===== src/rtl/led_pkg.sv =====
// Shared LED definitions: frame FSM states, default pattern width, counter sizing.
// Latency: n/a. Backpressure: n/a.
package led_pkg;

    localparam int LED_DATA_W = 9;

    typedef enum logic [1:0] {
        ST_IDLE  = 2'd0,
        ST_SHIFT = 2'd1,
        ST_LATCH = 2'd2,
        ST_DONE  = 2'd3
    } led_state_t;

    // Bits needed to hold values 0..n-1, never less than one.
    function automatic int cnt_w(input int n);
        return (n > 1) ? $clog2(n) : 1;
    endfunction

endpackage


===== src/rtl/led_bit_timer.sv =====
// Half-period timer: one-cycle tick every DIV cycles while run is high.
// Latency: first tick DIV cycles after run rises. Backpressure: none, counter clears when run drops.
module led_bit_timer
    import led_pkg::*;
#(
    parameter int DIV = 4
) (
    input  logic CLOCK_IN,
    input  logic RESET,
    input  logic run,
    output logic tick
);

    localparam int CW = cnt_w(DIV);
    localparam logic [CW-1:0] LAST = CW'(DIV - 1);

    logic [CW-1:0] cnt;

    always_ff @(posedge CLOCK_IN or posedge RESET) begin
        if (RESET) begin
            cnt <= '0;
        end else if (!run || cnt == LAST) begin
            cnt <= '0;
        end else begin
            cnt <= cnt + 1'b1;
        end
    end

    assign tick = run && (cnt == LAST);

endmodule


===== src/rtl/led_shifter.sv =====
// Serialises DATA_W-bit LED frames MSB first onto SCLK/SDO, then strobes LATCH.
// Latency: SHIFT starts the cycle after LOAD; frame lasts (2*DATA_W+1)*DIV+1 cycles.
// Backpressure: LOAD while BUSY is held as one pending word (latest wins), started right after DONE.
module led_shifter
    import led_pkg::*;
#(
    parameter int DATA_W = LED_DATA_W,
    parameter int DIV    = 4
) (
    input  logic              CLOCK_IN,
    input  logic              RESET,
    input  logic [DATA_W-1:0] DATA_IN,
    input  logic              LOAD,
    output logic              BUSY,
    output logic              DONE,
    output logic              SCLK,
    output logic              SDO,
    output logic              LATCH
);

    localparam int BW = cnt_w(DATA_W + 1);
    localparam logic [BW-1:0] FIRST_BIT = BW'(DATA_W);
    localparam logic [BW-1:0] LAST_BIT  = BW'(1);

    led_state_t        state;
    led_state_t        state_nxt;
    logic [DATA_W-1:0] shreg;
    logic [DATA_W-1:0] pend_word;
    logic              pend;
    logic [BW-1:0]     bit_cnt;
    logic              sclk_hi;
    logic              run;
    logic              tick;
    logic              restart;

    assign run     = (state == ST_SHIFT) || (state == ST_LATCH);
    // A LOAD in the DONE cycle is taken directly so it beats an older pending word.
    assign restart = (state == ST_DONE) && (pend || LOAD);

    led_bit_timer #(
        .DIV(DIV)
    ) u_bit_timer (
        .CLOCK_IN (CLOCK_IN),
        .RESET    (RESET),
        .run      (run),
        .tick     (tick)
    );

    always_ff @(posedge CLOCK_IN or posedge RESET) begin
        if (RESET) begin
            state <= ST_IDLE;
        end else begin
            state <= state_nxt;
        end
    end

    always_comb begin
        state_nxt = state;
        unique case (state)
            ST_IDLE:  if (LOAD) state_nxt = ST_SHIFT;
            ST_SHIFT: if (tick && sclk_hi && bit_cnt == LAST_BIT) state_nxt = ST_LATCH;
            ST_LATCH: if (tick) state_nxt = ST_DONE;
            ST_DONE:  state_nxt = restart ? ST_SHIFT : ST_IDLE;
            default:  state_nxt = ST_IDLE;
        endcase
    end

    always_comb begin
        BUSY  = 1'b0;
        DONE  = 1'b0;
        SCLK  = 1'b0;
        SDO   = 1'b0;
        LATCH = 1'b0;
        unique case (state)
            ST_IDLE: ;
            ST_SHIFT: begin
                BUSY = 1'b1;
                SCLK = sclk_hi;
                SDO  = shreg[DATA_W-1];
            end
            ST_LATCH: begin
                BUSY  = 1'b1;
                LATCH = 1'b1;
            end
            ST_DONE: begin
                BUSY = 1'b1;
                DONE = 1'b1;
            end
            default: ;
        endcase
    end

    // Shift datapath: SDO changes only when SCLK falls, i.e. at the end of a high half.
    always_ff @(posedge CLOCK_IN or posedge RESET) begin
        if (RESET) begin
            shreg   <= '0;
            bit_cnt <= '0;
            sclk_hi <= 1'b0;
        end else begin
            unique case (state)
                ST_IDLE: begin
                    if (LOAD) begin
                        shreg   <= DATA_IN;
                        bit_cnt <= FIRST_BIT;
                        sclk_hi <= 1'b0;
                    end
                end
                ST_SHIFT: begin
                    if (tick) begin
                        if (!sclk_hi) begin
                            sclk_hi <= 1'b1;
                        end else begin
                            sclk_hi <= 1'b0;
                            if (bit_cnt != LAST_BIT) begin
                                bit_cnt <= bit_cnt - 1'b1;
                                shreg   <= shreg << 1;
                            end
                        end
                    end
                end
                ST_LATCH: ;
                ST_DONE: begin
                    if (restart) begin
                        shreg   <= LOAD ? DATA_IN : pend_word;
                        bit_cnt <= FIRST_BIT;
                        sclk_hi <= 1'b0;
                    end
                end
                default: ;
            endcase
        end
    end

    always_ff @(posedge CLOCK_IN or posedge RESET) begin
        if (RESET) begin
            pend      <= 1'b0;
            pend_word <= '0;
        end else if (state == ST_DONE) begin
            pend <= 1'b0;
        end else if (state != ST_IDLE && LOAD) begin
            pend      <= 1'b1;
            pend_word <= DATA_IN;
        end
    end

endmodule


===== config.mk =====
export PLATFORM = sky130hd
export DESIGN_NAME = led_shifter
export DESIGN_NICKNAME = d
export VERILOG_FILES = /design/src/rtl/led_pkg.sv /design/src/rtl/led_bit_timer.sv /design/src/rtl/led_shifter.sv
export SDC_FILE = /design/constraint.sdc
export NUM_CORES = 1
export LEC_CHECK = 0
export CAP_MARGIN = 20
export CORE_ASPECT_RATIO = 0.75
export CORE_MARGIN = 2
export CORE_UTILIZATION = 50
export DETAILED_ROUTE_END_ITERATION = 10
export GPL_TIMING_DRIVEN = 0
export PLACE_DENSITY = 0.82
export SETUP_SLACK_MARGIN = 0.05
export SLEW_MARGIN = 10
export SYNTH_ARGS = -nofsm -noshare
export SYNTH_HDL_FRONTEND = slang
export SYNTH_SLANG_ARGS = --single-unit

===== constraint.sdc =====
create_clock -name CLOCK_IN -period 1.7 [get_ports CLOCK_IN]
set_input_delay 0.34 -clock CLOCK_IN [delete_from_list [all_inputs] [get_ports CLOCK_IN]]
set_output_delay 0.34 -clock CLOCK_IN [all_outputs]
set_load 0.03 [all_outputs]

==> metrics <==
run status=finished, violations left; violations in the final reports=negative setup slack; Netlist Area Pre-Place=0.00154 sq mm; CTS tree=done; Final Hold Viols=0; post-DR vias/cell=between 5 and 6; starting density of the core=52.4%; aggregate global routing overflow=0; number of nets still failing antenna checks after routing=0; count of flip-flops with a built-in enable after synthesis=0; power density over the cells=589 mW/mm^2; Antenna diodes=0; max-slew violation total from the final report=0; clock sinks=28; number of violations of the max-capacitance limit=0; Hold Path Class=in -> async; P&R area growth vs syn=38.2%; area share of the largest cell type after synthesis=a little under half; DRT Wirelength=about 3600 um; clock insertion delay at the later pin of the skew report=around 0.28 ns; cts bufs inserted=3; Mapped Cells=between 100 and 150; CP top delay family=flip-flops; maximum buffer depth of the clock tree=2; sequential fraction of the synthesis area=approximately 46%; CTS root buf=clkbuf_8; length of the first detailed-routing pass in iterations=4; total design power=1.25 mW; CTS H-tree depth=1; min setup slack post-route=-0.0847 ns; core region area=between 0.002 and 0.003 sq mm; worst setup timing slack at the placement stage=-0.786 ns; Worst Path Max Fanout=9; buffers plus inverters on the worst setup path=3; average wire length per cell after detail routing=about 17 um; placer congestion estimate=~0.81; period utilization=105%; overall routing resource usage=20.9%; post-synthesis average cell area=11.9 sq um; via count of the first global-routing pass=1155; setup repair after global routing missed its margin=true; share of flip-flops with an asynchronous set or reset=between 90% and 100%; most repeated library cell on the critical path=buf_6; number of standard-cell rows in the floorplan=17; largest incremental delay on the critical path=0.45 ns; number of hold buffers added after CTS=0; Die W=around 70 um; worst-case vdd ir drop=just under 0.0007 V; detailed router's first-iteration violation count=roughly 110; total DRC errors in the routed layout=0; transition time at the pin with the least slew margin=about 0.48 ns; synth cell count leaders=dfrtp_1, inv_1, mux2_2, mux2i_1, ha_1; cell taking the most area after synthesis=dfrtp_1; Static Leakage=roughly 1 nW; number of buffers inserted by port buffering=15; post-route standard cell area excluding fillers=~0.0021 sq mm; clock transition at the registers of the reported paths=0.10 ns; detailed-route via count=between 1000 and 1500; Nets=191; final HPWL from detailed placement=~2100 um; ratio of cells with drive above 1 in the final layout=a little over two fifths; net count of the mapped netlist=~150; number of standard cells in the final layout excluding fillers=around 210; Distinct cells, synth=43; die footprint=0.00354 sq mm; headroom to the max-slew limit=around 68%; signal arrival time at the worst endpoint=1.95 ns; floorplan die height=approximately 52 um; number of cells in the design after placement=between 150 and 200; post-synthesis register bit count=28; required time of the critical path=approximately 1.9 ns; critical setup path kind=reg -> reg; synth top area cells=dfrtp_1, mux2_2, ha_1; number of antenna violations at the first check in global routing=0; worst hold slack after final layout=between 0.2 and 0.3 ns; most numerous cell in the Yosys netlist=dfrtp_1; Final min period=between 1.5 and 2 ns; first-pass GRT wire length=5400 um; number of ports placed on the die boundary=17; Critical Path Start Type=register; top achievable clock speed=approximately 560 MHz; top_reg_cell synth=dfrtp_1; Yosys Warn Count=0; pin count of the biggest net entering global routing=29; Critical Path Slowest Stage Cell=dfrtp_2; clock tree skew after final layout=between 0.009 and 0.01 ns; CP cell instances=buf_6 > inv_4 > ha_4 > nand2_4 > a21oi_4 > o211ai_2 > buf_6 > mux2_4; capturing element type of the critical path=register; post-placement cell area=roughly 0.0018 sq mm; Final Setup Violations=15
-- placed cells by master (no fill, tap or decap), types with 2 or more instances in the layout --
| master | count |
|---|---|
| clkbuf_8 | 3 |
| ha_1 | 3 |
| o21ai_0 | 4 |
| ha_4 | 3 |
| mux2_4 | 4 |
| inv_2 | 2 |
| mux2i_1 | 9 |
| clkdlybuf4s50_1 | 10 |
| a21oi_1 | 2 |
| nor2_1 | 3 |
| ha_2 | 2 |
| dfrtp_2 | 2 |
| a22oi_1 | 2 |
| inv_4 | 2 |
| and2_4 | 3 |
| buf_6 | 12 |
| buf_4 | 14 |
| mux2_2 | 8 |
| a22o_1 | 2 |
| buf_2 | 2 |
| dfrtp_1 | 26 |
| inv_1 | 12 |
| a222oi_1 | 6 |
-- report_power, final --
part	internal [mW]	switching, mW	total [mW]
Sequential	0.705	0.0220	0.727
Clock	0.169	0.210	0.378
Combinational	0.0884	0.0602	0.149
Total	0.962	0.292	1.25
-- worst paths after layout --
check | cells past startpoint | from | to | slack [ns]
setup reg to reg | 8 | state[0]$_DFFE_PP0P_ | shreg[8]$_DFFE_PP0P_ | -0.08
hold reg to reg | 1 | u_bit_timer.cnt[0]$_DFF_PP0_ | u_bit_timer.cnt[0]$_DFF_PP0_ | 0.45
min in group CLOCK_IN | 1 | u_bit_timer.cnt[0]$_DFF_PP0_ | u_bit_timer.cnt[0]$_DFF_PP0_ | 0.45
hold / removal | 2 | RESET | bit_cnt[3]$_DFFE_PP0P_ | 0.29
setup / recovery | 8 | state[0]$_DFFE_PP0P_ | shreg[8]$_DFFE_PP0P_ | -0.08
max in group asynchronous | 3 | RESET | state[1]$_DFFE_PP0P_ | 0.98
-- repair_timing --
action / 4_1_cts / 5_1_grt
endpoints found under the setup margin: 29 / 22
pin swaps: 7 / 2
resized for setup: 52 / 11
setup buffers: 16 / 6
hold endpoints to repair: 0 / 0
-- worst register-to-register path, delay by kind of cell (launching register included) --
kind	cells	cell delay [ns]
flip-flops	1	0.45
buffers and inverters	3	0.32
multiplexers	1	0.30
adder cells (fa/ha/maj)	1	0.29
AO/OA/AOI/OAI	2	0.26
AND/OR/NAND/NOR	1	0.05
-- cells by family (layout without fill, tap and decap cells) --
logic type | Yosys count | count (layout) | share of synthesized area, %
mux | 22 | 22 | 16.1
fa+ha+maj | 8 | 8 | 6.50
flops | 28 | 28 | 45.5
compound gates | 32 | 32 | 17.6
buf+inv | 20 | 61 | 5.53
simple gates | 19 | 19 | 8.78
-- layer usage --
| layer | part of all wire, % | track usage [%] |
|---|---|---|
| met2 | 51 | 33.3 |
| met4 | 1.6 | 8.33 |
| met1 | 45 | 27.4 |
| met3 | 2.9 | 4.76 |
| met5 | 0 | 0 |
-- stage by stage --
step / setup TNS, ns / util, %
after global routing: -1.63 / 72.5
after floorplan: 0 / -
after detailed placement: -2.96 / 60.6
after CTS: -0.367 / 68.5
final: -0.573 / 72.5
after global placement: -2.18 / 60.6
-- final cells by class --
type	count	area, sq um
buffer	3	41.3
clock buffer	4	45.0
fill	195	808
inverter	16	65.1
multi-input combinational	81	843
sequential	28	703
tap	38	47.5
timing repair buffer	38	382
-- registers in the layout, summed over array words and instances, names as in the netlist --
signal           cells
pend                 1
pend_word            9
state                2
sclk_hi              1
shreg                9
bit_cnt              4
u_bit_timer.cnt      2
(Power assumes the default switching activity.)
==> RTL change: new RTL, same settings <==
Set the package constant `LED_DATA_W` to 18 (it was 9).
--- a/src/rtl/led_pkg.sv
+++ b/src/rtl/led_pkg.sv
@@ -3,5 +3,5 @@
 package led_pkg;
 
-    localparam int LED_DATA_W = 9;
+    localparam int LED_DATA_W = 18;
 
     typedef enum logic [1:0] {
Interface: changed (resized DATA_IN); port bits go from 17 to 26. The function was not compared with the original's and may differ.
==> RTL change against the original RTL <==
The run still ends with negative setup slack left. Area after synthesis increased by 50%. Hold slack got worse by 0.0040 ns. Cell area increased by 73%. Sequential cell count increased by 19. Combinational power increased by 44%. Routed wire length increased by 120%. Power increased by 93%. Setup slack got worse by 0.19 ns. Die area increased by 46%. Critical endpoint is now bit_cnt[2]$_DFFE_PP0P_. Highest routed layer unchanged.
==> RTL change: results (changes against the original RTL) <==
Setup Slack @ Placement=-0.789 ns (-0.00335 ns); met3 WL post-DR=776 um (+650%); largest net degree at the start of global routing=35 (+21%); PortBufs=25 (+10); placed cells=286 (+57%); most frequent cells after synthesis=dfrtp_1 (47), mux2_2 (20), a21oi_1 (18); CTS buffer count=5 (+2); routability congestion estimate=0.790 (-2.0%); met2 routed WL=3980 um (+120%); peak supply drop=0.000642 V (-5.3%); post-DP HPWL=3470 um (+64%); TNS Setup=-6.80 ns (-6.23 ns); endpoints failing setup=46 (+31); failing checks=negative setup slack; utilization after layout=82.8% (+10 points); DR vias=2217 (+89%); Top delay family on crit path=compound AO/OA/AOI/OAI gates; final worst setup slack=-0.279 ns (-0.194 ns); Clock Skews=0.0195 ns (+0.0104 ns); Leak=1.58 nW (+60%); ratio of cells with drive above 1 in the final layout=50.7% (+7.2 points); syn_area_per_cell=11.4 um2 (-4.7%); Mapped Nets=232 (+56%); dpl cell area=2710 um2 (+52%); WHS=0.286 ns (-0.00402 ns); routed wire length=8160 um (+120%); status=finished with violations; drt via density=6.74 (+20%); number of global-route vias before repair=2115 (+83%); Crit Path Max Fanout=5 (-4); Internal=0.00188 W (+96%); fraction of the yosys area taken by sequential cells=50.9% (+5.4 points); top post-synthesis cells by area=dfrtp_1 (51%), mux2_2 (9.8%), a222oi_1 (6.9%), a31oi_1 (4.6%), ha_1 (4.3%)
-- RTL change: what timing repair did --
item                                    4_1_cts  5_1_grt
buffers inserted                             16       16
hold buffers                                  0        0
resized for setup                           102       51
cloned                                        2        2
endpoints found under the setup margin       39       50
hold endpoints to repair                      0        0
pin swaps                                     7        7
-- RTL change: area by class of cell --
type / instances / share of cell area, %
multi-input combinational: 132 / 38.5
sequential: 47 / 32.1
timing repair buffer: 62 / 17.4
buffer: 15 / 5.34
clock buffer: 6 / 1.97
tap: 57 / 1.94
clock inverter: 2 / 1.63
inverter: 8 / 1.16
-- RTL change: cells by family (layout without fill, tap and decap cells) --
group	count (synthesis)	count (layout)	share of synthesized area (%)
buf+inv	24	93	4.66
compound gates	71	71	21.8
simple gates	31	31	7.64
fa+ha+maj	8	8	4.34
flops	47	47	50.9
mux	22	22	10.6
-- RTL change: worst paths after layout --
check	start	to	depth (start not counted)
max	state[1]$_DFFE_PP0P_	bit_cnt[2]$_DFFE_PP0P_	8
min	RESET	pend_word[0]$_DFFE_PP0P_	2
max reg2reg	state[1]$_DFFE_PP0P_	bit_cnt[2]$_DFFE_PP0P_	8
min reg2reg	u_bit_timer.cnt[0]$_DFF_PP0_	u_bit_timer.cnt[0]$_DFF_PP0_	1
max in group asynchronous	RESET	shreg[9]$_DFFE_PP0P_	3
min in group CLOCK_IN	u_bit_timer.cnt[0]$_DFF_PP0_	u_bit_timer.cnt[0]$_DFF_PP0_	1
-- RTL change: metal layers --
metal | global-route usage [%] | vias to the layer above
li1 | - | 928
met1 | 37.4 | 1087
met5 | 0 | -
met2 | 44.2 | 167
met3 | 7.80 | 35
met4 | 7.50 | 0
